File: src/rtl/lc3_console_tx_if.sv
// Display-data write port and UART/FIFO status of the LC3 console transmitter.
// The master side is the MIO display path; the slave side is the transmitter.
interface lc3_console_tx_if #(
    parameter int FIFO_AW = 3
);
    logic [15:0]      DDR;
    logic             WR_DDR;
    logic             TXD;
    logic             TX_BUSY;
    logic             FIFO_FULL;
    logic [FIFO_AW:0] FIFO_COUNT;
    logic             OVERFLOW;

    modport master (
        output DDR,
        output WR_DDR,
        input  TXD,
        input  TX_BUSY,
        input  FIFO_FULL,
        input  FIFO_COUNT,
        input  OVERFLOW
    );

    modport slave (
        input  DDR,
        input  WR_DDR,
        output TXD,
        output TX_BUSY,
        output FIFO_FULL,
        output FIFO_COUNT,
        output OVERFLOW
    );
endinterface

File: src/rtl/lc3_console_tx.sv
// LC3 console transmitter: buffers display-register writes in a FIFO and
// serialises each byte as an 8N1 UART frame, LSB first, on a registered TXD.
module lc3_console_tx #(
    parameter int CLKS_PER_BIT = 434,
    parameter int FIFO_AW      = 3
) (
    input  logic           clk,
    input  logic           reset,
    lc3_console_tx_if.slave bus
);
    localparam int DEPTH  = 1 << FIFO_AW;
    localparam int BAUD_W = (CLKS_PER_BIT > 2) ? $clog2(CLKS_PER_BIT) : 1;

    localparam logic [BAUD_W-1:0]  BAUD_LAST  = BAUD_W'(CLKS_PER_BIT - 1);
    localparam logic [FIFO_AW:0]   COUNT_FULL = (FIFO_AW + 1)'(DEPTH);
    localparam logic [FIFO_AW:0]   COUNT_ONE  = (FIFO_AW + 1)'(1);
    localparam logic [FIFO_AW-1:0] PTR_ONE    = FIFO_AW'(1);
    localparam logic [BAUD_W-1:0]  BAUD_ONE   = BAUD_W'(1);

    typedef enum logic [1:0] {
        IDLE,
        START,
        DATA,
        STOP
    } state_t;

    state_t               r_state;
    state_t               w_next_state;

    logic [7:0]           r_mem [DEPTH];
    logic [FIFO_AW-1:0]   r_wr_ptr;
    logic [FIFO_AW-1:0]   r_rd_ptr;
    logic [FIFO_AW:0]     r_count;
    logic                 r_overflow;

    logic [BAUD_W-1:0]    r_baud;
    logic [2:0]           r_bit_idx;
    logic [7:0]           r_shift;
    logic                 r_txd;

    logic                 w_empty;
    logic                 w_full;
    logic                 w_push;
    logic                 w_pop;
    logic                 w_baud_tc;
    logic                 w_txd_next;
    logic                 w_unused_ddr_hi;

    assign w_empty   = (r_count == '0);
    assign w_full    = (r_count == COUNT_FULL);
    assign w_baud_tc = (r_baud == BAUD_LAST);

    // A full FIFO still takes a write in the cycle the transmitter pops a byte.
    assign w_push = bus.WR_DDR && (!w_full || w_pop);

    assign w_unused_ddr_hi = ^bus.DDR[15:8];

    // NOTE: state and datapath flops use non-blocking assignments so every
    // always_ff samples the same pre-edge values regardless of process order.
    always_ff @(posedge clk) begin
        if (reset) begin
            r_state <= IDLE;
        end else begin
            r_state <= w_next_state;
        end
    end

    // NOTE: each always_comb assigns every output first, so no path leaves a
    // value unassigned and no latch is inferred.
    always_comb begin
        w_next_state = r_state;
        case (r_state)
            IDLE:    if (!w_empty)                       w_next_state = START;
            START:   if (w_baud_tc)                      w_next_state = DATA;
            DATA:    if (w_baud_tc && r_bit_idx == 3'd7) w_next_state = STOP;
            STOP:    if (w_baud_tc)                      w_next_state = IDLE;
            default:                                     w_next_state = IDLE;
        endcase
    end

    always_comb begin
        w_pop      = 1'b0;
        w_txd_next = 1'b1;
        case (r_state)
            IDLE:    w_pop      = !w_empty;
            START:   w_txd_next = 1'b0;
            DATA:    w_txd_next = r_shift[0];
            default: w_txd_next = 1'b1;
        endcase
    end

    // NOTE: the character storage has no reset; the pointers and count alone
    // decide which entries are valid, so stale contents are never observed.
    always_ff @(posedge clk) begin
        if (w_push) begin
            r_mem[r_wr_ptr] <= bus.DDR[7:0];
        end
    end

    always_ff @(posedge clk) begin
        if (reset) begin
            r_wr_ptr   <= '0;
            r_rd_ptr   <= '0;
            r_count    <= '0;
            r_overflow <= 1'b0;
        end else begin
            if (w_push) begin
                r_wr_ptr <= r_wr_ptr + PTR_ONE;
            end
            if (w_pop) begin
                r_rd_ptr <= r_rd_ptr + PTR_ONE;
            end
            case ({w_push, w_pop})
                2'b10:   r_count <= r_count + COUNT_ONE;
                2'b01:   r_count <= r_count - COUNT_ONE;
                default: r_count <= r_count;
            endcase
            if (bus.WR_DDR && !w_push) begin
                r_overflow <= 1'b1;
            end
        end
    end

    // Baud counter and shifter run only while a frame is in flight.
    always_ff @(posedge clk) begin
        if (reset) begin
            r_baud    <= '0;
            r_bit_idx <= '0;
            r_shift   <= '0;
            r_txd     <= 1'b1;
        end else begin
            r_txd <= w_txd_next;
            if (w_pop) begin
                r_shift   <= r_mem[r_rd_ptr];
                r_baud    <= '0;
                r_bit_idx <= '0;
            end else if (r_state != IDLE) begin
                if (w_baud_tc) begin
                    r_baud <= '0;
                    if (r_state == DATA) begin
                        r_shift   <= {1'b0, r_shift[7:1]};
                        r_bit_idx <= r_bit_idx + 3'd1;
                    end
                end else begin
                    r_baud <= r_baud + BAUD_ONE;
                end
            end
        end
    end

    assign bus.TXD        = r_txd;
    assign bus.TX_BUSY    = (r_state != IDLE) || !w_empty;
    assign bus.FIFO_FULL  = w_full;
    assign bus.FIFO_COUNT = r_count;
    assign bus.OVERFLOW   = r_overflow;
endmodule

File: src/flat_wrapper.sv
// flat-port wrapper written by rule: the top's interface ports become plain ports
module lc3_console_tx_flat 
#(
    parameter int CLKS_PER_BIT = 434,
    parameter int FIFO_AW      = 3
)
  (clk, reset, bus_DDR, bus_WR_DDR, bus_TXD, bus_TX_BUSY, bus_FIFO_FULL, bus_FIFO_COUNT, bus_OVERFLOW);
  lc3_console_tx_if #(.FIFO_AW(FIFO_AW)) bus_i ();
  input  logic clk;
  input  logic reset;
  input wire logic [$bits(bus_i.DDR)-1:0] bus_DDR;
  input wire logic [$bits(bus_i.WR_DDR)-1:0] bus_WR_DDR;
  output wire logic [$bits(bus_i.TXD)-1:0] bus_TXD;
  output wire logic [$bits(bus_i.TX_BUSY)-1:0] bus_TX_BUSY;
  output wire logic [$bits(bus_i.FIFO_FULL)-1:0] bus_FIFO_FULL;
  output wire logic [$bits(bus_i.FIFO_COUNT)-1:0] bus_FIFO_COUNT;
  output wire logic [$bits(bus_i.OVERFLOW)-1:0] bus_OVERFLOW;
  assign bus_i.DDR = bus_DDR;
  assign bus_i.WR_DDR = bus_WR_DDR;
  assign bus_TXD = bus_i.TXD;
  assign bus_TX_BUSY = bus_i.TX_BUSY;
  assign bus_FIFO_FULL = bus_i.FIFO_FULL;
  assign bus_FIFO_COUNT = bus_i.FIFO_COUNT;
  assign bus_OVERFLOW = bus_i.OVERFLOW;
  lc3_console_tx #(.CLKS_PER_BIT(CLKS_PER_BIT), .FIFO_AW(FIFO_AW)) u_core (.clk(clk), .reset(reset), .bus(bus_i));
endmodule
File: config.mk
export PLATFORM = sky130hd
export DESIGN_NAME = lc3_console_tx_flat
export DESIGN_NICKNAME = d
export VERILOG_FILES = /design/src/rtl/lc3_console_tx_if.sv /design/src/rtl/lc3_console_tx.sv /design/src/flat_wrapper.sv
export SDC_FILE = /design/constraint.sdc
export NUM_CORES = 1
export LEC_CHECK = 0
export CAP_MARGIN = 10
export CORE_ASPECT_RATIO = 0.75
export CORE_MARGIN = 2
export CORE_UTILIZATION = 28
export DETAILED_ROUTE_END_ITERATION = 10
export SLEW_MARGIN = 25
export SYNTH_ARGS = -nofsm -noshare
export SYNTH_HDL_FRONTEND = slang
export SYNTH_SLANG_ARGS = --single-unit
File: constraint.sdc
create_clock -name clk -period 3.4 [get_ports clk]
set_input_delay 0.51 -clock clk [delete_from_list [all_inputs] [get_ports clk]]
set_output_delay 0.51 -clock clk [all_outputs]
set_load 0.005 [all_outputs]
==> impl_metrics.toml <==
[sta]
final.setup.tns_ns = 0
finalWorstSetupSlack_ns = 0.8650
hold_viol = 0
period_share_pct = 74.56
setup_viol = 0
tightestPinTransition_ns = 0.9191
slew_headroom_pct = 38.64
whs_ns = 0.4761
max_clock_freq_ghz = 0.3945
period_minus_slack_ns = 2.535
rsz0062_at_grt = "no"
drv_slew = 0
finClkSkew_ns = 0.006955

[route]
firstDrtPassIters = 4
drc = 0
drtAntennaViolNets = 0
wl_um = 8029
viasPerCell = 4.574
vias = 2520
drt_first_iter_violations = 166
avgRoutedWirePerCell_um = 14.57

[synth]
ys_types = 49
netlist_instances = 313
synth_nets = 347
synthTopCellsByArea = "edfxtp_1 44%, dfxtp_1 17%, mux4_2 8.3%"
yosysWarningCount = 0
synthArstFlopShare_pct = 0
synth_top_area_share_pct = 44.18
syn_area_sq_um = 4350
yosysTopAreaCell = "edfxtp_1"
synth_area_per_cell_sq_um = 13.90
synth_edf_count = 64
ys.flop_type = "edfxtp_1"
ys_seq_elements = 101
synth-seq-area-share_pct = 61.20

[die]
dieArea_sq_um = 16560
core_area_sq_um = 15220
rows = 39
fp.dieH_um = 112.0
io-pin-count = 27
fp.dieW_um = 147.9
start_util_pct = 28.57

[setup_path]
startpoint_type = "register"
crit_path_max_fanout = 17
rrSetupSlack_ns = 1.12
cp-end-kind = "primary output"
cp_data_required_time_ns = 2.89
cp.arrival_ns = 2.02
crit_type = "reg2out"

[place]
place_ws_ns = 0.8415
io_buffers = 18
dp_hpwl_um = 5526
place_congestion = 0.7655

[global_route]
overflow = 0
grt_usage_pct = 10.27
grt_max_degree = 29
antenna_found_initial = 0
grt_pass1_vias = 2561
grt_pass1_wl_um = 13130

[clocking]
numCtsBuffers = 9
cts_root_buf = "clkbuf_16"
cts_resized = 0
post_cts_buffers = 0
htree_levels = 3
cts_tree = "built"
clockBufferDepth = 2
clk_pin_slew_ns = 0.07
worstSkewPairLatency_ns = 0.34
holdBufCountCts = 0
clock_sinks = 101

[layout]
antenna_cells = 0
layout.nets = 375
multi_input_area_sq_um = 1584
register_area_sq_um = 2663
fill_cells = 1528
area_growth_pct = 16.94
drive_gt1_share_pct = 14.74

[pwr]
p_leak_nw = 1.710
p_sw_share_pct = 30.17
peakVddDrop_v = 0.0002996
p_per_area_nw_per_um2 = 672.9
p_comb_share_pct = 27.1
power_frac_seq_pct = 45.1
clock_power_share_pct = 27.7
switchingPower_mw = 1.033
p_int_mw = 2.391

[outcome]
status = "finished, final reports clean"

[job]
drv_cap = 0

[min_path]
hold_class = "reg2reg"
[registers in the layout (all words and copies together) (netlist names), named ones only]
name	count
u_core.r_mem	64
u_core.bus.OVERFLOW	1
u_core.r_shift	8
u_core.r_wr_ptr	3
u_core.r_state	2
u_core.r_rd_ptr	3
u_core.r_bit_idx	3
u_core.bus.FIFO_COUNT	4
u_core.bus.TXD	1
u_core.r_baud	9
[synthesized netlist by cell type, types with 2 or more instances]
library cell / number
nor3_1: 6
nor4_1: 5
nor2b_1: 4
edfxtp_1: 64
o22ai_1: 6
dfxtp_1: 37
inv_1: 9
nand4_1: 2
a21oi_1: 6
buf_2: 5
nand2b_1: 9
nor4b_1: 2
nand4b_1: 3
nor3b_1: 8
nand3_1: 2
mux2_1: 3
o211ai_1: 4
ha_1: 14
nand2_1: 13
o21ai_1: 2
xor2_1: 7
nor2_1: 39
mux2i_1: 9
mux4_2: 16
xnor2_1: 6
and2_1: 4
clkbuf_1: 6
[through the flow]
| stage | power [mW] | util (%) | instances | instance area, sq um |
|---|---|---|---|---|
| 2_1_floorplan | 2.242 | - | 313 | 4350 |
| 3_3_place_gp | 2.476 | 31.60 | 535 | 4811 |
| 3_5_place_dp | 2.513 | 31.60 | 535 | 4811 |
| 4_1_cts | 3.470 | 33.42 | 551 | 5087 |
| 5_1_grt | 3.637 | 33.42 | 551 | 5087 |
| 6_report | 3.423 | 33.42 | 551 | 5087 |
[cell usage in the layout (no fill, tap or decap), types with 12 or more instances in the layout]
| cell type | netlist | routed |
|---|---|---|
| edfxtp_1 | 64 | 64 |
| nor2_1 | 39 | 39 |
| dfxtp_1 | 37 | 37 |
| clkdlybuf4s50_1 | 0 | 18 |
| mux4_2 | 16 | 16 |
| ha_1 | 14 | 14 |
| nand2_1 | 13 | 13 |
| buf_4 | 1 | 12 |
[per-layer routing]
metal / routed length [um] / up-vias / global-route usage, % / share of wire, %
met2: 3811 / 38 / 16.43 / 47
met5: 0 / - / 0 / 0
met1: 3892 / 1255 / 13.69 / 48
met3: 255 / 7 / 3.197 / 3.2
met4: 70 / 0 / 2.540 / 0.87
li1: - / 1220 / - / -
[worst max-delay path: stages (launching register included)]
cell             delay (ns)
dfxtp_1                0.41
inv_1                  0.11
ha_1                   0.23
buf_4                  0.21
and2_1                 0.18
inv_1                  0.06
clkdlybuf4s50_1        0.49
[power groups by stage]
stage	clock (mW)	combinational, mW	sequential, mW
after floorplan	0	0.727	1.51
after detailed placement	0	0.937	1.58
after global placement	0	0.908	1.57
after global routing	1.04	1.03	1.57
final	0.949	0.929	1.54
after CTS	0.978	0.944	1.55
[cell families after synthesis]
family / Yosys count / synth area share [%]
AND/OR/NAND/NOR: 107 / 13.63
flip-flops: 101 / 61.20
multiplexers: 28 / 11.13
AO/OA/AOI/OAI: 26 / 4.545
buffers and inverters: 23 / 2.387
adder cells (fa/ha/maj): 15 / 4.487
XOR/XNOR: 13 / 2.617
[worst paths after layout]
| check | to | depth (start not counted) | startpoint |
|---|---|---|---|
| worst max-delay path | bus_TX_BUSY | 6 | u_core.r_state[1] |
| worst min-delay path | u_core.bus.OVERFLOW | 2 | u_core.bus.OVERFLOW |
| worst max register to register | u_core.bus.FIFO_COUNT[3] | 8 | u_core.bus.FIFO_COUNT[3] |
| worst min register to register | u_core.bus.OVERFLOW | 2 | u_core.bus.OVERFLOW |
[final cells by class]
cell class	count	share of cell area, %
Multi-Input combinational cell	189	31.14
Tap cell	205	5.042
Timing Repair Buffer	30	5.312
Clock buffer	10	4.501
Inverter	10	0.7378
Clock inverter	6	0.9346
Sequential cell	101	52.34
Note: power is estimated with default switching activity, not from simulation.
